===== config.mk =====
export PLATFORM = sky130hd
export DESIGN_NAME = mul_sequencer
export DESIGN_NICKNAME = d
export VERILOG_FILES = /design/src/rtl/mul_sequencer.sv
export SDC_FILE = /design/constraint.sdc
export NUM_CORES = 1
export LEC_CHECK = 0
export BUFFER_PORTS_ARGS = -buffer_cell sky130_fd_sc_hd__buf_2
export CORE_ASPECT_RATIO = 0.6
export CORE_MARGIN = 2
export CORE_UTILIZATION = 45
export DETAILED_ROUTE_END_ITERATION = 10
export GPL_TIMING_DRIVEN = 0
export PLACE_DENSITY_LB_ADDON = 0.25
export SLEW_MARGIN = 20
export SYNTH_ARGS = -nofsm -noshare
export SYNTH_HDL_FRONTEND = slang
export SYNTH_SLANG_ARGS = --single-unit

===== constraint.sdc =====
create_clock -name clk -period 2.8 [get_ports clk]
set_input_delay 0.56 -clock clk [delete_from_list [all_inputs] [get_ports clk]]
set_output_delay 0.56 -clock clk [all_outputs]
set_load 0.02 [all_outputs]

===== src/rtl/mul_sequencer.sv =====
// mul_sequencer: sequences the shared multiply_unit for MUL/MLA and the
// long multiply forms (UMULL/SMULL/UMLAL/SMLAL).
//
// Flow: IDLE -> LOAD -> WAIT (MUL_CYCLES cycles) -> WB_LO [-> WB_HI] -> IDLE.
// All outputs are decoded from registered state and latched instruction
// fields only, so there is no combinational path from start/ir to outputs.
//
// Build option: define MUL_LONG_EN to support the long forms (ir[23] = 1).
// Without it, WB_HI is absent, mul_hilo is tied to 0, and a long encoding
// produces a one-cycle undef pulse while the block stays in IDLE.
//
// Handshake: start is a one-cycle request sampled only in IDLE with ir valid
// in the same cycle; it is dropped (not queued) while busy. done is a
// one-cycle pulse in the final writeback cycle; a new start is accepted in
// the cycle after done. flush aborts from any state and wins over start.
module mul_sequencer #(
  parameter int MUL_CYCLES = 4
) (
  input  logic        clk,
  input  logic        rst_n,
  input  logic        start,
  input  logic        flush,
  input  logic [31:0] ir,
  output logic [3:0]  rd_sel_a,
  output logic [3:0]  rd_sel_b,
  output logic        ld_mul,
  output logic        mul_hilo,
  output logic        mul_u,
  output logic        mul_acc,
  output logic        gate_mul,
  output logic        wr_en,
  output logic [3:0]  wr_sel,
  output logic        busy,
  output logic        done,
  output logic        undef
);

  // Counter start value: WAIT lasts exactly MUL_CYCLES cycles, counting
  // down from MUL_CYCLES-1 to 0 inclusive.
  localparam logic [3:0] CNT_INIT = 4'(MUL_CYCLES - 1);

  // Register-bank index that must never be written by a multiply (PC).
  localparam logic [3:0] REG_PC = 4'd15;

  typedef enum logic [2:0] {
    IDLE  = 3'd0,
    LOAD  = 3'd1,
    WAIT  = 3'd2,
`ifdef MUL_LONG_EN
    WB_LO = 3'd3,
    WB_HI = 3'd4
`else
    WB_LO = 3'd3
`endif
  } state_t;

  state_t     state;
  state_t     state_next;
  logic [3:0] cnt;
  logic [3:0] cnt_next;
  logic       latch_en;
  logic       undef_next;
  logic       undef_q;

  // Latched instruction fields, captured when a start is accepted.
  logic [3:0] rm_q;
  logic [3:0] rs_q;
  logic [3:0] rd_hi_q;
  logic       u_q;
  logic       acc_q;
`ifdef MUL_LONG_EN
  logic [3:0] rd_lo_q;
  logic       long_q;
`endif

  // Instruction bits this block does not decode (condition, opcode body,
  // S bit, the 1001 signature and, without long support, RdLo).
  logic unused_ir;
`ifdef MUL_LONG_EN
  assign unused_ir = ^{ir[31:24], ir[20], ir[7:4]};
`else
  assign unused_ir = ^{ir[31:24], ir[20], ir[15:12], ir[7:4]};
`endif

  // A long request is legal only when long support is built in.
  logic long_req_bad;
`ifdef MUL_LONG_EN
  assign long_req_bad = 1'b0;
`else
  assign long_req_bad = ir[23];
`endif

  // State, wait counter and undef flag registers.
  always_ff @(posedge clk or negedge rst_n) begin
    if (!rst_n) begin
      state   <= IDLE;
      cnt     <= 4'd0;
      undef_q <= 1'b0;
    end else begin
      state   <= state_next;
      cnt     <= cnt_next;
      undef_q <= undef_next;
    end
  end

  // Instruction field latch; loaded only when a start is accepted in IDLE.
  always_ff @(posedge clk or negedge rst_n) begin
    if (!rst_n) begin
      rm_q    <= 4'd0;
      rs_q    <= 4'd0;
      rd_hi_q <= 4'd0;
      u_q     <= 1'b0;
      acc_q   <= 1'b0;
`ifdef MUL_LONG_EN
      rd_lo_q <= 4'd0;
      long_q  <= 1'b0;
`endif
    end else if (latch_en) begin
      rm_q    <= ir[3:0];
      rs_q    <= ir[11:8];
      rd_hi_q <= ir[19:16];
      u_q     <= ir[22];
      acc_q   <= ir[21];
`ifdef MUL_LONG_EN
      rd_lo_q <= ir[15:12];
      long_q  <= ir[23];
`endif
    end
  end

  // Next-state logic: flush first, then the per-state sequencing.
  always_comb begin
    state_next = state;
    cnt_next   = cnt;
    latch_en   = 1'b0;
    undef_next = 1'b0;
    if (flush) begin
      state_next = IDLE;
      cnt_next   = 4'd0;
    end else begin
      case (state)
        IDLE: begin
          if (start) begin
            if (long_req_bad) begin
              undef_next = 1'b1;
            end else begin
              latch_en   = 1'b1;
              state_next = LOAD;
            end
          end
        end
        LOAD: begin
          cnt_next   = CNT_INIT;
          state_next = WAIT;
        end
        WAIT: begin
          if (cnt == 4'd0) begin
            state_next = WB_LO;
          end else begin
            cnt_next = cnt - 4'd1;
          end
        end
        WB_LO: begin
`ifdef MUL_LONG_EN
          state_next = long_q ? WB_HI : IDLE;
`else
          state_next = IDLE;
`endif
        end
`ifdef MUL_LONG_EN
        WB_HI: begin
          state_next = IDLE;
        end
`endif
        default: begin
          state_next = IDLE;
        end
      endcase
    end
  end

  // Output decode from registered state and latched fields only.
  always_comb begin
    rd_sel_a = 4'd0;
    rd_sel_b = 4'd0;
    ld_mul   = 1'b0;
    mul_hilo = 1'b0;
    mul_u    = 1'b0;
    mul_acc  = 1'b0;
    gate_mul = 1'b0;
    wr_en    = 1'b0;
    wr_sel   = 4'd0;
    busy     = (state != IDLE);
    done     = 1'b0;
    undef    = undef_q;
    if (state != IDLE) begin
      rd_sel_a = rm_q;
      rd_sel_b = rs_q;
      mul_u    = u_q;
      mul_acc  = acc_q;
    end
    case (state)
      LOAD: begin
        ld_mul = 1'b1;
      end
      WB_LO: begin
        gate_mul = 1'b1;
`ifdef MUL_LONG_EN
        wr_sel = long_q ? rd_lo_q : rd_hi_q;
        done   = ~long_q;
`else
        wr_sel = rd_hi_q;
        done   = 1'b1;
`endif
        wr_en = (wr_sel != REG_PC);
      end
`ifdef MUL_LONG_EN
      WB_HI: begin
        mul_hilo = 1'b1;
        gate_mul = 1'b1;
        wr_sel   = rd_hi_q;
        wr_en    = (rd_hi_q != REG_PC);
        done     = 1'b1;
      end
`endif
      default: begin
      end
    endcase
  end

  // Invariants of the sequencing.
  a_wait_bounded: assert property (@(posedge clk) disable iff (!rst_n)
    (state == WAIT) |-> (cnt <= CNT_INIT));
  a_idle_quiet: assert property (@(posedge clk) disable iff (!rst_n)
    !busy |-> !(ld_mul || gate_mul || wr_en || done));
  a_wr_gated: assert property (@(posedge clk) disable iff (!rst_n)
    wr_en |-> gate_mul);
  a_done_pulse: assert property (@(posedge clk) disable iff (!rst_n)
    done |=> !done);

endmodule


======== Word level (Yosys, flattened, before mapping) ========
Cells that the tools add are included.
word-level totals
  output and inout port bits .............. 21
  input port bits ......................... 36
  bits in registers ....................... 22
operators by class
  muxes and demuxes ....................... 24
  equality and inequality tests ........... 8
  $add $sub $neg .......................... 1
  reduce and logical (&&, ||, !) cells .... 6
operators with widths
  operator               count
  $mux W4                5
  $mux W1                13
  $mux W3                4
  $ne A3 B3 Y1 const B   4
  $pmux W3 S3            1
  $pmux W4 S2            1
  $eq A3 B2 Y1 const B   2
  $reduce_bool A3 Y1     2
  $logic_not A4 Y1       1
  $ne A4 B4 Y1 const B   1
  $sub A4 B1 Y4 const B  1
  $eq A3 B1 Y1 const B   1
  $logic_not A3 Y1       1
  $reduce_and A3 Y1      1
  $reduce_and A2 Y1      1

======== Longest topological paths before layout ========
Gate-level depths: netlist (run 1).
  depth after elaboration ................. 4
  mapped depth ............................ 6
  depth with buffers taken out ............ 5

======== Worst setup path before layout (run 1) ========
Ideal clock, no wire load.
  path type ............................... reg-to-output
  from .................................... reg state[0]
  to ...................................... out mul_acc
  buffers on the path ..................... 1
  setup slack ............................. 1,007 ps
  arrival ................................. 1,233 ps
  cell stages (with the launch flop) ...... 5
  path through ............................ dfrtp_1 -> inv_1 -> ha_1 -> clkbuf_1 -> nor2b_1
between the ends
  word-level cells in the longest chain between the ends .. 2
ends and longest elaborated chain
  what                    RTL line  RTL
  from (decl)             57        state_t state;
  from (signal assigned)  100       state <= state_next;
  $reduce_bool A3 Y1      196       if (state != IDLE) begin
  $mux W1                 196
  to (decl)               29        output logic mul_acc,
Every way passes these cells.

======== Final worst setup path (run 1) ========
  from .................................... reg state[0]
  to ...................................... out rd_sel_a[1]
between the ends
  word-level cells in the longest chain between the ends .. 2
ends and longest elaborated chain
  what                RTL line  RTL
  $reduce_bool A3 Y1  196
  $mux W4             196
  to (decl)           24        output logic [3:0] rd_sel_a,
Every way passes these cells.

==> impl_metrics.yaml, run 1 <==
outcome:
  status: "complete, no violations"
place:
  place_congestion: 0.851
  portBuffers: 37
  dp_slack_ns: 0.779
  hpwlAfterDp_um: 1590
logic_synthesis:
  synth_cells: 98
  synth_warnings: 0
  synth_seq_cells: 21
  syn-num-nets: 140
  syn_area_um2: 1140
  yosysUniqueCellTypes: 27
  avgSynthCellArea_um2: 11.6
  synth-seq-area-share_pct: 46.1
sta:
  fin_crit_ns: 2.29
  slew_viol_final: 0
  period_share_pct: 81.8
  setup_tns_ns: 0
  finalHoldViolations: 0
  max_freq_mhz: 437
  finalHoldWorstSlack_ns: 0.247
  setup_slack_ns: 0.511
  setup_violations: 0
  finalClockSkew_ns: 0.00396
  rsz0062_at_grt: "no"
clock_tree:
  cts_sinks: 21
  ctsHtreeMaxLevel: 1
  numCtsBuffers: 3
  cts_resized: 0
  ctsHoldBuffers: 0
  cts_tree: "done"
  cts_setup_buffers: 0
  clk_latency_ns: 0.25
  clockRootBuffer: "clkbuf_8"
  path_clk_slew_ns: 0.07
  clockBufferDepth: 2
floorplanning:
  die-area_um2: 2960
  rows: 14
  core_um2: 2450
  start_util_pct: 46.5
  die_h_um: 43.0
  io_pins: 57
  dieWidth_um: 69.0
critical_path:
  critPathCapture: "rd_sel_a[1]"
  critPathMaxFanout: 10
  critPathKind: "flop to output port"
  critPathLaunch: "state[0]"
  arrival_ns: 1.73
  ff2ff_setup_slack_ns: 0.92
  r2r-start: "state[0]"
  start_kind: "flop"
  ff2ff_path_depth: 6
  rr_endpoint: "rd_hi_q[0]"
  cp.required_ns: 2.24
  cp-end-kind: "output port"
detailed_routing:
  drt-vias-per-instance: 4.68
  first_pass_iters: 4
  drtIter0Drc: 22
  avgRoutedWirePerCell_um: 11.6
  ant_nets: 0
  drc_errors: 0
  routed_wl_um: 1980
  vias: 800
power_and_ir_drop:
  vdd_drop_max_uv: 627
  cellLeakagePower_nw: 0.725
  power_density_nw_per_um2: 1070
  power_mw: 1.51
grt:
  antenna_found_initial: 0
  grt_pass1_wl_um: 3180
  grt_max_degree: 22
  gr-total-overflow: 0
  grt_pass1_vias: 770
  grt_usage_pct: 14.5
worst_hold_path:
  worst_hold_path_type: "primary input to asynchronous set/reset pin"
final_layout:
  drive_gt1_share_pct: 46.0
  antenna_cells: 0
  final_common_cell: "buf_2"
  layout_common_cells: "39 x buf_2, 21 x dfrtp_1, 14 x mux2_2"
  synthToLayoutAreaGrowth_pct: 23.7
  nNetsFinal: 182
flow_run:
  max_cap_viol_count: 0
-- cell usage after synthesis --
library cell / number / area share, %
a311oi_1: 2 / 1.5
or3_1: 1 / 0.55
buf_6: 1 / 0.99
a22oi_4: 1 / 1.9
clkbuf_1: 1 / 0.33
or3_2: 1 / 0.66
buf_2: 2 / 0.88
mux2_2: 14 / 14
conb_1: 1 / 0.33
ha_1: 6 / 6.6
a41oi_1: 1 / 0.77
dfrtp_1: 21 / 46
nor3_1: 1 / 0.44
inv_1: 7 / 2.3
nand2_1: 3 / 0.99
nor2b_1: 11 / 6.0
nor2_1: 2 / 0.66
buf_4: 3 / 2.0
nor3b_1: 1 / 0.66
nor3_4: 1 / 1.4
a211oi_1: 2 / 1.3
mux2i_1: 3 / 2.6
mux2_4: 1 / 1.3
nand3_1: 4 / 1.8
nand2b_1: 2 / 1.1
or3b_1: 1 / 0.77
and2_1: 4 / 2.2
-- final cells by class --
type / instances / area [um^2]
Fill cell: 226 / 1040
Inverter: 7 / 26.3
Clock buffer: 4 / 45.0
Timing Repair Buffer: 37 / 185
Tap cell: 32 / 40.0
Multi-Input combinational cell: 63 / 541
Sequential cell: 21 / 526
Buffer: 7 / 47.5
-- critical path, stage by stage, from the launching register on --
cell and delay, ns:
dfrtp_1 0.42, inv_1 0.11, ha_1 0.27, clkbuf_1 0.40, nor2b_1 0.10, buf_2 0.18
-- registers in the layout, indices dropped and copies added (netlist names) --
name	count
rm_q	4
u_q	1
state	2
cnt	4
undef	1
rd_hi_q	4
acc_q	1
rs_q	4
-- cell families (layout without fill, tap and decap cells) --
kind of cell	after synthesis	count (layout)	share of synthesized area, %
multiplexers	18	18	17.8
adder cells (fa/ha/maj)	6	6	6.59
flip-flops	21	21	46.1
buffers and inverters	14	55	6.48
AO/OA/AOI/OAI	6	6	5.49
AND/OR/NAND/NOR	32	32	17.2
other	1	1	0.329
-- stage by stage --
| stage | instance area (um^2) | util, % | std cells |
|---|---|---|---|
| global placement | 1370 | 55.7 | 167 |
| floorplan | 1140 | - | 98 |
| detailed placement | 1370 | 55.7 | 167 |
| finish | 1410 | 57.5 | 171 |
| CTS | 1410 | 57.5 | 171 |
| global route | 1410 | 57.5 | 171 |
-- worst min-delay path by stage --
stage	startpoint	end	slack [ns]	cells past startpoint
final	rst_n	undef	0.25	1
after global routing	rst_n	undef	0.27	1
after CTS	rst_n	cnt[1]	0.26	1
after detailed placement	rs_q[1]	rs_q[1]	0.49	1
after global placement	rs_q[3]	rs_q[3]	0.48	1
after floorplan	rst_n	acc_q	0.26	0
-- metal layers --
metal	GRT usage [%]	up-vias	part of all wire (%)
li1	-	410	-
met1	19.8	362	49
met2	22.7	28	45
met3	4.77	0	6.3
met4	2.35	0	0
met5	0	-	0
-- power by group --
group | internal (mW) | switching [mW]
Combinational | 0.361 | 0.441
Sequential | 0.439 | 0.0821
Clock | 0.101 | 0.0838
Power figures use the tool's default switching activity.
==> run 2, diff against run 1 <==
- clock period: 2.8 -> 2.2 ns (I/O delays scaled with it)
==> run 2 against run 1 <==
Compared with the run above: total power is 28% higher; largest cell class unchanged; core utilization rose by 0.051 points; flip-flop and latch count did not move; clock power is 27% higher; count of clock-buffer cells in the layout is the same; critical endpoint unchanged.
==> impl_metrics.yaml, run 2 (synthesis results as in run 1) <==
power_and_ir_drop:
  power_density_nw_per_um2: 1360
  cellLeakagePower_nw: 0.728
  swShare_pct: 40.2
  power_mw: 1.92
  p_seq_share_pct: 34.5
  power.net_switching_mw: 0.773
  pwr-share-clk_pct: 12.2
  p_int_mw: 1.15
  pwr-share-comb_pct: 53.3
  vdd_drop_max_uv: 793
clock_tree:
  clk_latency_ns: 0.25
  clockRootBuffer: "clkbuf_8"
  numCtsBuffers: 3
  cts_sinks: 21
  clockBufferDepth: 2
  ctsHtreeMaxLevel: 1
  cts_tree: "done"
  path_clk_slew_ns: 0.07
  cts_setup_buffers: 0
sta:
  finalHoldWorstSlack_ns: 0.126
  max_freq_mhz: 496
  setup_tns_ns: 0
  fin_crit_ns: 2.01
  setup_violations: 0
  period_share_pct: 91.6
  finalClockSkew_ns: 0.00405
  slew_viol_final: 0
  rsz0062_at_grt: "no"
  finalHoldViolations: 0
detailed_routing:
  first_pass_iters: 4
  avgRoutedWirePerCell_um: 11.6
  vias: 798
  ant_nets: 0
  routed_wl_um: 1980
  drtIter0Drc: 22
  drc_errors: 0
  drt-vias-per-instance: 4.67
floorplanning:
  die-area_um2: 2960
  core_um2: 2450
  start_util_pct: 46.5
  die_h_um: 43.0
  rows: 14
  io_pins: 57
  dieWidth_um: 69.0
critical_path:
  critPathKind: "flop to output port"
  arrival_ns: 1.57
  crit_slowest_cell: "dfrtp_1"
  slowest_delay_ns: 0.40
  cp-end-kind: "output port"
  start_kind: "flop"
  cp.required_ns: 1.76
  path_cells: "inv_1 > ha_1 > clkbuf_2 > nor2b_1 > buf_2"
  critPathMaxFanout: 10
final_layout:
  antenna_cells: 0
  final_area_um2: 1410
  drive_gt1_share_pct: 46.8
  synthToLayoutAreaGrowth_pct: 23.8
  layout_common_cells: "39 x buf_2, 21 x dfrtp_1, 14 x mux2_2"
  fillers: 225
  nNetsFinal: 182
  final_common_cell: "buf_2"
grt:
  grt_pass1_wl_um: 3180
  grt_pass1_vias: 770
  antenna_found_initial: 0
  grt_usage_pct: 14.5
  gr-total-overflow: 0
  grt_max_degree: 22
place:
  dpl_cell_area_um2: 1370
  portBuffers: 37
  hpwlAfterDp_um: 1590
  place_congestion: 0.851
flow_run:
  max_cap_viol_count: 0
worst_hold_path:
  worst_hold_path_type: "primary input to asynchronous set/reset pin"
outcome:
  status: "complete, no violations"
run 2: changes by cell type in the layout (fill, tap and decap cells not counted):
cell,before,now
clkbuf_1,2,1
clkbuf_2,0,1
run 2: worst max-delay path: cells and delay by family, from the launching register on:
family | cells | cell delay [ns]
AND/OR/NAND/NOR | 1 | 0.15
flip-flops | 1 | 0.40
adder cells (fa/ha/maj) | 1 | 0.27
buffers and inverters | 3 | 0.50
run 2: through the flow:
stage          cells  setup slack [ns]  utilization (%)
2_1_floorplan     98             0.498                -
3_3_place_gp     167             0.300             55.7
3_5_place_dp     167             0.298             55.7
4_1_cts          171            0.0119             57.5
5_1_grt          171            0.0613             57.6
6_report         171             0.185             57.6
run 2: metal layers:
metal  up-vias  global-route usage, %  wire [um]
met2        28                   22.7        881
met3         0                   4.77        125
li1        410                      -          -
met1       360                   19.8        971
met5         -                      0          0
met4         0                   2.35          0
run 2: power by group through the flow:
stage / registers, mW / clock network, mW / logic [mW]
global placement: 0.658 / 0 / 1.01
detailed placement: 0.670 / 0 / 1.03
CTS: 0.665 / 0.250 / 1.04
floorplan: 0.641 / 0 / 0.787
finish: 0.663 / 0.235 / 1.02
global route: 0.690 / 0.270 / 1.13
run 2: repair_timing:
item                                    in CTS  in global routing
hold buffers                                 0                  0
endpoints found under the setup margin       0                 10
resized for setup                            0                  2
run 2: cell type report:
cell class              count  area [um^2]  share of cell area [%]
clock buffers               4         45.0                    3.19
flip-flops and latches     21          526                    37.2
plain buffers               7         48.8                    3.46
repair buffers             37          185                    13.1
inverters                   7         26.3                    1.86
well taps                  32         40.0                    2.84
multi-input cells          63          541                    38.3
run 2: path summary, 6_finish.rpt:
path | slack (ns) | endpoint | cells after the start | startpoint
max | 0.19 | rd_sel_a[1] | 5 | state[0]
min | 0.13 | undef | 1 | rst_n
max reg2reg | 0.32 | rd_hi_q[0] | 6 | state[0]
min reg2reg | 0.50 | rs_q[0] | 1 | rs_q[0]
max in group asynchronous | 1.75 | rs_q[3] | 1 | rst_n
min in group clk | 0.42 | rm_q[3] | 2 | ir[3]
